==> src/rtl/lock_key_pkg.sv <==
// rtl/lock_key_pkg.sv - shared types and constants for the lock key loader
//
// Purpose: FSM state encoding, default key width, fail counter width and a
// saturating increment helper shared by the loader and its serial assembler.
// Optional macro LOCK_KEY_LOCKOUT_EN adds the LOCKOUT state to the encoding.

package lock_key_pkg;

  localparam int KEY_W_DEFAULT = 16;
  localparam int FAIL_W        = 2;

`ifdef LOCK_KEY_LOCKOUT_EN
  typedef enum logic [2:0] {
    RECV,
    SETTLE,
    CHECK,
    DONE,
    LOCKOUT
  } state_t;
`else
  typedef enum logic [1:0] {
    RECV,
    SETTLE,
    CHECK,
    DONE
  } state_t;
`endif

  // Saturates at all-ones so the count never wraps back to zero.
  function automatic logic [FAIL_W-1:0] fail_inc(input logic [FAIL_W-1:0] cnt);
    return (cnt == {FAIL_W{1'b1}}) ? cnt : cnt + 1'b1;
  endfunction

endpackage

==> src/rtl/lock_key_shift_rx.sv <==
// rtl/lock_key_shift_rx.sv - serial LSB-first key assembler
//
// Purpose: accepts one key bit per valid/ready handshake into a shadow
// register and flags the cycle in which the final bit is accepted.
// Ports:
//   clk, rst    clock, asynchronous active-high reset
//   en          reception enabled (loader in RECV); drives key_ready
//   clear       discard shadow contents and restart at bit 0
//   key_bit     serial key bit, LSB first
//   key_valid   key_bit valid this cycle
//   key_ready   bit accepted this cycle when key_valid is high
//   key_word    shadow with the current bit merged at bit_cnt
//   done        final bit accepted this cycle; key_word is the full key

module lock_key_shift_rx
  import lock_key_pkg::*;
#(
  parameter int KEY_W = KEY_W_DEFAULT
) (
  input  logic             clk,
  input  logic             rst,
  input  logic             en,
  input  logic             clear,
  input  logic             key_bit,
  input  logic             key_valid,
  output logic             key_ready,
  output logic [KEY_W-1:0] key_word,
  output logic             done
);

  localparam int CNT_W = (KEY_W > 1) ? $clog2(KEY_W) : 1;

  logic [KEY_W-1:0] shadow;
  logic [CNT_W-1:0] bit_cnt;
  logic             accept;

  assign key_ready = en;
  assign accept    = key_valid & en;
  assign done      = accept && (bit_cnt == CNT_W'(KEY_W - 1));

  // Merging the in-flight bit lets the loader capture the whole key in the
  // same edge that accepts the last bit.
  always_comb begin
    key_word          = shadow;
    key_word[bit_cnt] = key_bit;
  end

  always_ff @(posedge clk or posedge rst) begin
    if (rst) begin
      shadow  <= '0;
      bit_cnt <= '0;
    end else if (clear) begin
      shadow  <= '0;
      bit_cnt <= '0;
    end else if (accept) begin
      shadow[bit_cnt] <= key_bit;
      bit_cnt         <= done ? '0 : bit_cnt + 1'b1;
    end
  end

endmodule

==> src/rtl/lock_key_loader.sv <==
// rtl/lock_key_loader.sv - key provisioning FSM for a logic-locked core
//
// Purpose: assembles a serial key, drives it onto the locked core, pulses
// check_start after a settle delay and latches or clears the key according
// to the external checker's verdict.
// Optional macro LOCK_KEY_LOCKOUT_EN: after MAX_FAIL failures the loader
// enters LOCKOUT and stays there until reset.
// Ports:
//   clk, rst     clock, asynchronous active-high reset
//   key_bit      serial key bit, LSB first
//   key_valid    key_bit valid this cycle
//   key_ready    loader accepts a bit this cycle
//   key_out      key to the locked core; key_out[0] feeds keyinput1
//   check_start  one-cycle pulse to start the checker
//   check_done   checker verdict valid this cycle
//   check_pass   verdict: 1 = outputs matched
//   unlocked     key verified and latched
//   busy         high while settling or checking
//   fail_cnt     saturating count of failed attempts

module lock_key_loader
  import lock_key_pkg::*;
#(
  parameter int KEY_W      = KEY_W_DEFAULT,
  parameter int SETTLE_CYC = 4
`ifdef LOCK_KEY_LOCKOUT_EN
  ,
  parameter int MAX_FAIL   = 3
`endif
) (
  input  logic              clk,
  input  logic              rst,
  input  logic              key_bit,
  input  logic              key_valid,
  output logic              key_ready,
  output logic [KEY_W-1:0]  key_out,
  output logic              check_start,
  input  logic              check_done,
  input  logic              check_pass,
  output logic              unlocked,
  output logic              busy,
  output logic [FAIL_W-1:0] fail_cnt
);

  localparam int SC_W = $clog2(SETTLE_CYC + 1);

  state_t           state_q;
  state_t           state_d;
  logic [SC_W-1:0]  settle_cnt;
  logic             fail_evt;
  logic             rx_done;
  logic [KEY_W-1:0] rx_word;

  lock_key_shift_rx #(
    .KEY_W (KEY_W)
  ) u_rx (
    .clk       (clk),
    .rst       (rst),
    .en        (state_q == RECV),
    .clear     (fail_evt),
    .key_bit   (key_bit),
    .key_valid (key_valid),
    .key_ready (key_ready),
    .key_word  (rx_word),
    .done      (rx_done)
  );

  assign unlocked = (state_q == DONE);

  // settle_cnt counts the full cycles the key has been on the core; the
  // pulse goes out in the cycle after SETTLE_CYC of them, still in SETTLE,
  // so a check_done coinciding with check_start is never sampled.
  always_comb begin
    state_d     = state_q;
    check_start = 1'b0;
    busy        = 1'b0;
    fail_evt    = 1'b0;
    case (state_q)
      RECV: begin
        if (rx_done) state_d = SETTLE;
      end
      SETTLE: begin
        busy = 1'b1;
        if (settle_cnt == SC_W'(SETTLE_CYC)) begin
          check_start = 1'b1;
          state_d     = CHECK;
        end
      end
      CHECK: begin
        busy = 1'b1;
        if (check_done) begin
          if (check_pass) begin
            state_d = DONE;
          end else begin
            fail_evt = 1'b1;
            state_d  = RECV;
`ifdef LOCK_KEY_LOCKOUT_EN
            if (fail_inc(fail_cnt) == FAIL_W'(MAX_FAIL)) state_d = LOCKOUT;
`endif
          end
        end
      end
      DONE: begin
        state_d = DONE;
      end
`ifdef LOCK_KEY_LOCKOUT_EN
      LOCKOUT: begin
        state_d = LOCKOUT;
      end
`endif
      default: begin
        state_d = RECV;
      end
    endcase
  end

  always_ff @(posedge clk or posedge rst) begin
    if (rst) begin
      state_q    <= RECV;
      settle_cnt <= '0;
      key_out    <= '0;
      fail_cnt   <= '0;
    end else begin
      state_q <= state_d;
      if (state_q == SETTLE) settle_cnt <= settle_cnt + 1'b1;
      else                   settle_cnt <= '0;
      if (rx_done) key_out <= rx_word;
      if (fail_evt) begin
        key_out  <= '0;
        fail_cnt <= fail_inc(fail_cnt);
      end
    end
  end

endmodule

==> config.mk <==
export PLATFORM = sky130hd
export DESIGN_NAME = lock_key_loader
export DESIGN_NICKNAME = d
export VERILOG_FILES = /design/src/rtl/lock_key_pkg.sv /design/src/rtl/lock_key_shift_rx.sv /design/src/rtl/lock_key_loader.sv
export SDC_FILE = /design/constraint.sdc
export NUM_CORES = 1
export LEC_CHECK = 0
export ABC_AREA = 1
export BUFFER_PORTS_ARGS = -buffer_cell sky130_fd_sc_hd__buf_2
export CORE_AREA = 2 2 74 76
export CTS_CLUSTER_DIAMETER = 200
export CTS_CLUSTER_SIZE = 28
export DETAILED_ROUTE_END_ITERATION = 12
export DIE_AREA = 0 0 76 78
export GPL_ROUTABILITY_DRIVEN = 0
export MAX_ROUTING_LAYER = met4
export PLACE_DENSITY = 0.75
export SKIP_CTS_REPAIR_TIMING = 1
export SLEW_MARGIN = 5
export SYNTH_ARGS = -nofsm -noshare
export SYNTH_HDL_FRONTEND = slang
export SYNTH_HIERARCHICAL = 1
export SYNTH_SLANG_ARGS = --single-unit
==> constraint.sdc <==
create_clock -name clk -period 1.5 [get_ports clk]
set_input_delay 0.3 -clock clk [delete_from_list [all_inputs] [get_ports clk]]
set_output_delay 0.3 -clock clk [all_outputs]
set_load 0.01 [all_outputs]
Word level (Yosys, flattened, before mapping)

Index checks and enable logic that the tools add are counted.

Register bits: 43
Bits of input ports: 6
Word-level logic and storage cells: 52
Output and inout port bits: 22

Reduce and logical (&&, ||, !) cells: 8
Muxes and demuxes: 22
$lt $le $gt $ge: 2
Equal/unequal tests: 9
Bitwise gates (word level): 2
Add/sub/neg operators: 3

Operators by type and width:

| cell                  | number |
|---|---|
| $mux W16              | 4 |
| $bwmux W16            | 1 |
| $mux W4               | 3 |
| $mux W2               | 4 |
| $pmux W2 S4           | 1 |
| $mux W1               | 7 |
| $eq A2 B2 Y1 const B  | 3 |
| $ne A2 B2 Y1 const B  | 3 |
| $lt A4 B5 Y1 const B  | 1 |
| $add A4 B1 Y4 const B | 1 |
| $demux W1 S4          | 1 |
| $eq A4 B4 Y1 const B  | 1 |
| $ge A4 B1 Y1 const B  | 1 |
| $reduce_bool A2 Y1    | 2 |
| $add A3 B1 Y3 const B | 1 |
| $eq A3 B3 Y1 const B  | 1 |
| $mux W3               | 1 |
| $reduce_and A3 Y1     | 1 |
| $add A2 B1 Y2 const B | 1 |
| $eq A2 B1 Y1 const B  | 1 |
| $logic_and A1 B1 Y1   | 2 |
| $logic_not A2 Y1      | 1 |
| $reduce_and A2 Y1     | 1 |
| $reduce_or A2 Y1      | 1 |
| 2 further kinds       | 2 |

Depth between registers and ports, before layout

Depth in word-level cells: 7
Gate-level depth with buffers: 13
Gate-level depth less buffers: 12

Cells and area by module

The synthesis kept the hierarchy.

By module, submodules not included:

| module            | area an instance (sq um) | cells an instance | seq. area each (sq um) | times used |
|---|---|---|---|---|
| lock_key_shift_rx | 1445.1                   | 202               | 500.5                  | 1 |
| lock_key_loader   | 1217.4                   | 163               | 575.6                  | 1 |

Least setup slack after synthesis

Ideal clock, no wire load.

Path kind: register to register
Start: register u_rx.bit_cnt[1]
End: register key_out[10]
Cell stages (with the launch flop): 13
Period minus slack after synthesis: 1557 ps
Data arrival time: 1445 ps
Slack: -57 ps
Required time: 1387 ps
Library setup time: 113 ps
Buffers on the path: 2
Path through: dfrtp_1 -> ha_1 -> inv_1 -> nor2_2 -> nand2_1 -> inv_1 -> buf_6 -> inv_6 -> buf_6 -> nand2_1 -> nand2_1 -> nand2_1 -> inv_1

Elaborated cells between the ends (all ways): 11
Those cells by class: order compare (2); eq/ne (1); mux (5); reduce/logical (3)

RTL lines:

| element                      | line                    | source |
|---|---|---|
| start: declaration           | lock_key_shift_rx.sv:34 | `logic [CNT_W-1:0] bit_cnt;` |
| start signal: assignment     | lock_key_shift_rx.sv:57 | `bit_cnt <= done ? '0 : bit_cnt + 1'b1;` |
| $eq A4 B4 Y1                 | lock_key_shift_rx.sv:39 | `assign done = accept && (bit_cnt == CNT_W'(KEY_W - 1));` |
| $logic_and A1 B1 Y1          | lock_key_shift_rx.sv:39 |  |
| net rx_done                  | lock_key_loader.sv:51   | `logic rx_done;` |
| $reduce_bool A2 Y1 (no line) | --                      |  |
| end signal: assignment       | lock_key_loader.sv:127  | `if (rx_done) key_out <= rx_word;` |
| end: declaration             | lock_key_loader.sv:36   | `output logic [KEY_W-1:0] key_out,` |

The timed path passes the listed nets, and every way through them passes these cells. The select of a mux whose other input is x is not followed.
A chain may end at the register's enable or synchronous reset.

Worst setup path in the final report

Start: register state_q[1]
End: output check_start

Word-level cells in the longest chain between the ends: 2

RTL lines:

| element                  | line                   | source |
|---|---|---|
| start: declaration       | lock_key_loader.sv:47  | `state_t state_q;` |
| start signal: assignment | lock_key_loader.sv:124 | `state_q <= state_d;` |
| $eq A2 B1 Y1             | lock_key_loader.sv:78  | `case (state_q)` |
| $mux W1                  | lock_key_loader.sv:78  |  |
| end: declaration         | lock_key_loader.sv:37  | `output logic check_start,` |

Every way passes these cells.

==> flow_metrics.tcl <==
set metrics [dict create \
    status "finished with violations" \
    violations "hold timing, setup timing" \
    clk_latency_ps 300 \
    endpoint_kind "output port" \
    drt_iter0_drc 192 \
    drive_gt1_share_pct 24.6 \
    synth-seq-cells 43 \
    antenna_cells 0 \
    max_stage_delay_ps 400 \
    p_sw_mw 0.429 \
    synth_edf_count 0 \
    die_area_um2 5930 \
    synth_area_per_cell_um2 7.29 \
    viasPerCell 4.99 \
    wirelength_um 6380 \
    ys_seq_area_share_pct 40.4 \
    crit-reg2reg-launch "state_q[1]$_DFFE_PP0P_" \
    drv_cap 0 \
    cts-root-buf "clkbuf_8" \
    crit_family "flip-flops" \
    netlist_top_cells_area "dfrtp_1, nand2_1, nand3_1, inv_1, ha_1" \
    synth-main-ff-cell "dfrtp_1" \
    grt_setup_unrepaired "yes" \
    relSlewSlack_pct 70.6 \
    multiInputGateArea_um2 1320 \
    core_um2 5040 \
    ys_types 23 \
    postLayoutCellArea_um2 3320 \
    worstPathCellList "inv_2 -> buf_6 -> ha_4 -> inv_2 -> nor2_2 -> buf_2" \
    cts_inserted_buffers 5 \
    synth.most_common_cell "nand2_1" \
    cts_num_sinks 43 \
    hold_path_class "in2async" \
    path_max_fanout 4 \
    setup_violations 3 \
    arrival_ps 1260 \
    swShare_pct 20.5 \
    yosys_warnings 6 \
    whs_ps -4.07 \
    placed_area_um2 3000 \
    fin_nets 433 \
    worst_slew_pin_slew_ps 441 \
    p_seq_share_pct 55.3 \
    die_width_um 76 \
    layout_min_cycle_time_ps 1560 \
    synth_top_area_cell "dfrtp_1" \
    syn_to_final_growth_pct 24.8 \
    async_flop_share_pct 100 \
    critical_path_class "reg2out" \
    p_leak_nw 1.95 \
    critPathSlowestCell "dfrtp_1" \
    wl_per_cell_um 13.2 \
    numPortBuffers 27 \
    regArea_um2 1080 \
    critPathBufInv 4 \
    rows 26 \
    max_freq_mhz 639 \
    antenna_found_initial 0 \
    dr.pass1.iters 4 \
    share_comb_of_total_power_pct 2.8 \
    pwr-share-clk_pct 41.9 \
    power.internal_mw 1.67 \
    setup_slack_ps -64.5 \
    synth_cells 365 \
    path_common_cell "inv_2" \
    drv_slew 0 \
    synthesis.area_um2 2660 \
    ant_nets 0 \
    yosysTopAreaCellShare_pct 40.4 \
    syn-num-nets 384 \
    power_density_nw_per_um2 631 \
    initial_core_util_pct 52.8 \
    ios 28 \
    skew_ps 3.97 \
    cp.required_ps 1200 \
    cp-start-kind "flip-flop" \
    fp.dieH_um 78 \
    remaining_drc_errors 0 \
    hpwl_um 3980 \
    cts.path.max_buffers 2 \
    critPathLaunch "state_q[1]$_DFFE_PP0P_" \
    synthTopCellsByCount "nand2_1, inv_1, nand3_1" \
    grt_pass1_wl_um 9920 \
    grt_pass1_vias 2234 \
    cts_max_level 2 \
    route.vias.total 2415 \
    period_share_pct 104 \
    clk_pin_slew_ps 80 \
    cts_tree "done" \
    final-hold-violation-count 3 \
    ir_drop_mv 0.374 \
    grt_max_degree 21 \
    fillCellCount 401 \
    grt_usage_pct 21.5 \
    grt_overflow_total 0 \
]
## per-stage QoR
stage	setup TNS [ps]	util [%]	setup slack [ps]	power, mW	cells
global placement	-7.93	59.4	-7.93	1.24	470
CTS	-734	61.4	-199	2.11	477
floorplan	-179	-	-17.9	1.21	365
finish	-130	65.9	-64.5	2.09	484
detailed placement	-149	59.4	-31.5	1.24	470
global route	-1250	65.9	-138	2.19	484
## sequential cells by signal, indices dropped and copies added (netlist names)
register	flops
u_rx/shadow	16
state_q	2
key_out	16
u_rx/bit_cnt	4
fail_cnt	2
settle_cnt	3
## cells in the final DEF, fill, tap and decap left out, drive strengths merged
cell and instances:
nand2 154, inv 57, buf 53, nand3 44, dfrtp 43, and2 16, nor2 13, ha 13
clkbuf 7, nand4 4, o21ai 3, clkinv 3, a21oi 2, nand3b 1, bufinv 1
## cell families after synthesis
kind of cell    synth area share [%]
simple gates                    38.5
compound gates                 0.940
fa+ha+maj                       6.11
flops                           40.4
buf+inv                         14.0
## power groups by stage
stage | registers, mW | clock network [mW] | logic [mW]
finish | 1.16 | 0.878 | 0.0588
global route | 1.16 | 0.965 | 0.0660
CTS | 1.16 | 0.897 | 0.0596
detailed placement | 1.18 | 0 | 0.0599
global placement | 1.18 | 0 | 0.0588
floorplan | 1.18 | 0 | 0.0276
## area by class of cell
cell class | instances | area share, %
Timing Repair inverter | 2 | 0.603
Clock buffer | 6 | 2.18
Multi-Input combinational cell | 250 | 39.8
Sequential cell | 43 | 32.5
Clock inverter | 1 | 0.904
Tap cell | 70 | 2.64
Inverter | 58 | 7.23
Timing Repair Buffer | 54 | 14.2
## metal layers
layer  wire length, um  share of wire (%)  up-vias  global-route usage (%)
met5                 0                  0        -                       -
met4               174                2.7        0                    7.45
met3               331                5.2       16                    4.19
met2              3230                 51       76                    35.7
met1              2640                 41     1132                    26.4
li1                  -                  -     1191                       -
## worst paths after layout
path	endpoint	slack, ps	cells past startpoint
worst max-delay path	check_start	-60	6
worst min-delay path	key_out[5]$_DFFE_PP0P_	-4	2
worst max register to register	state_q[1]$_DFFE_PP0P_	0	12
worst min register to register	settle_cnt[0]$_DFF_PP0_	480	1
max in group asynchronous	state_q[1]$_DFFE_PP0P_	1080	3
min in group clk	state_q[0]$_DFFE_PP0P_	410	5
Note: power is estimated with default switching activity, not from simulation.
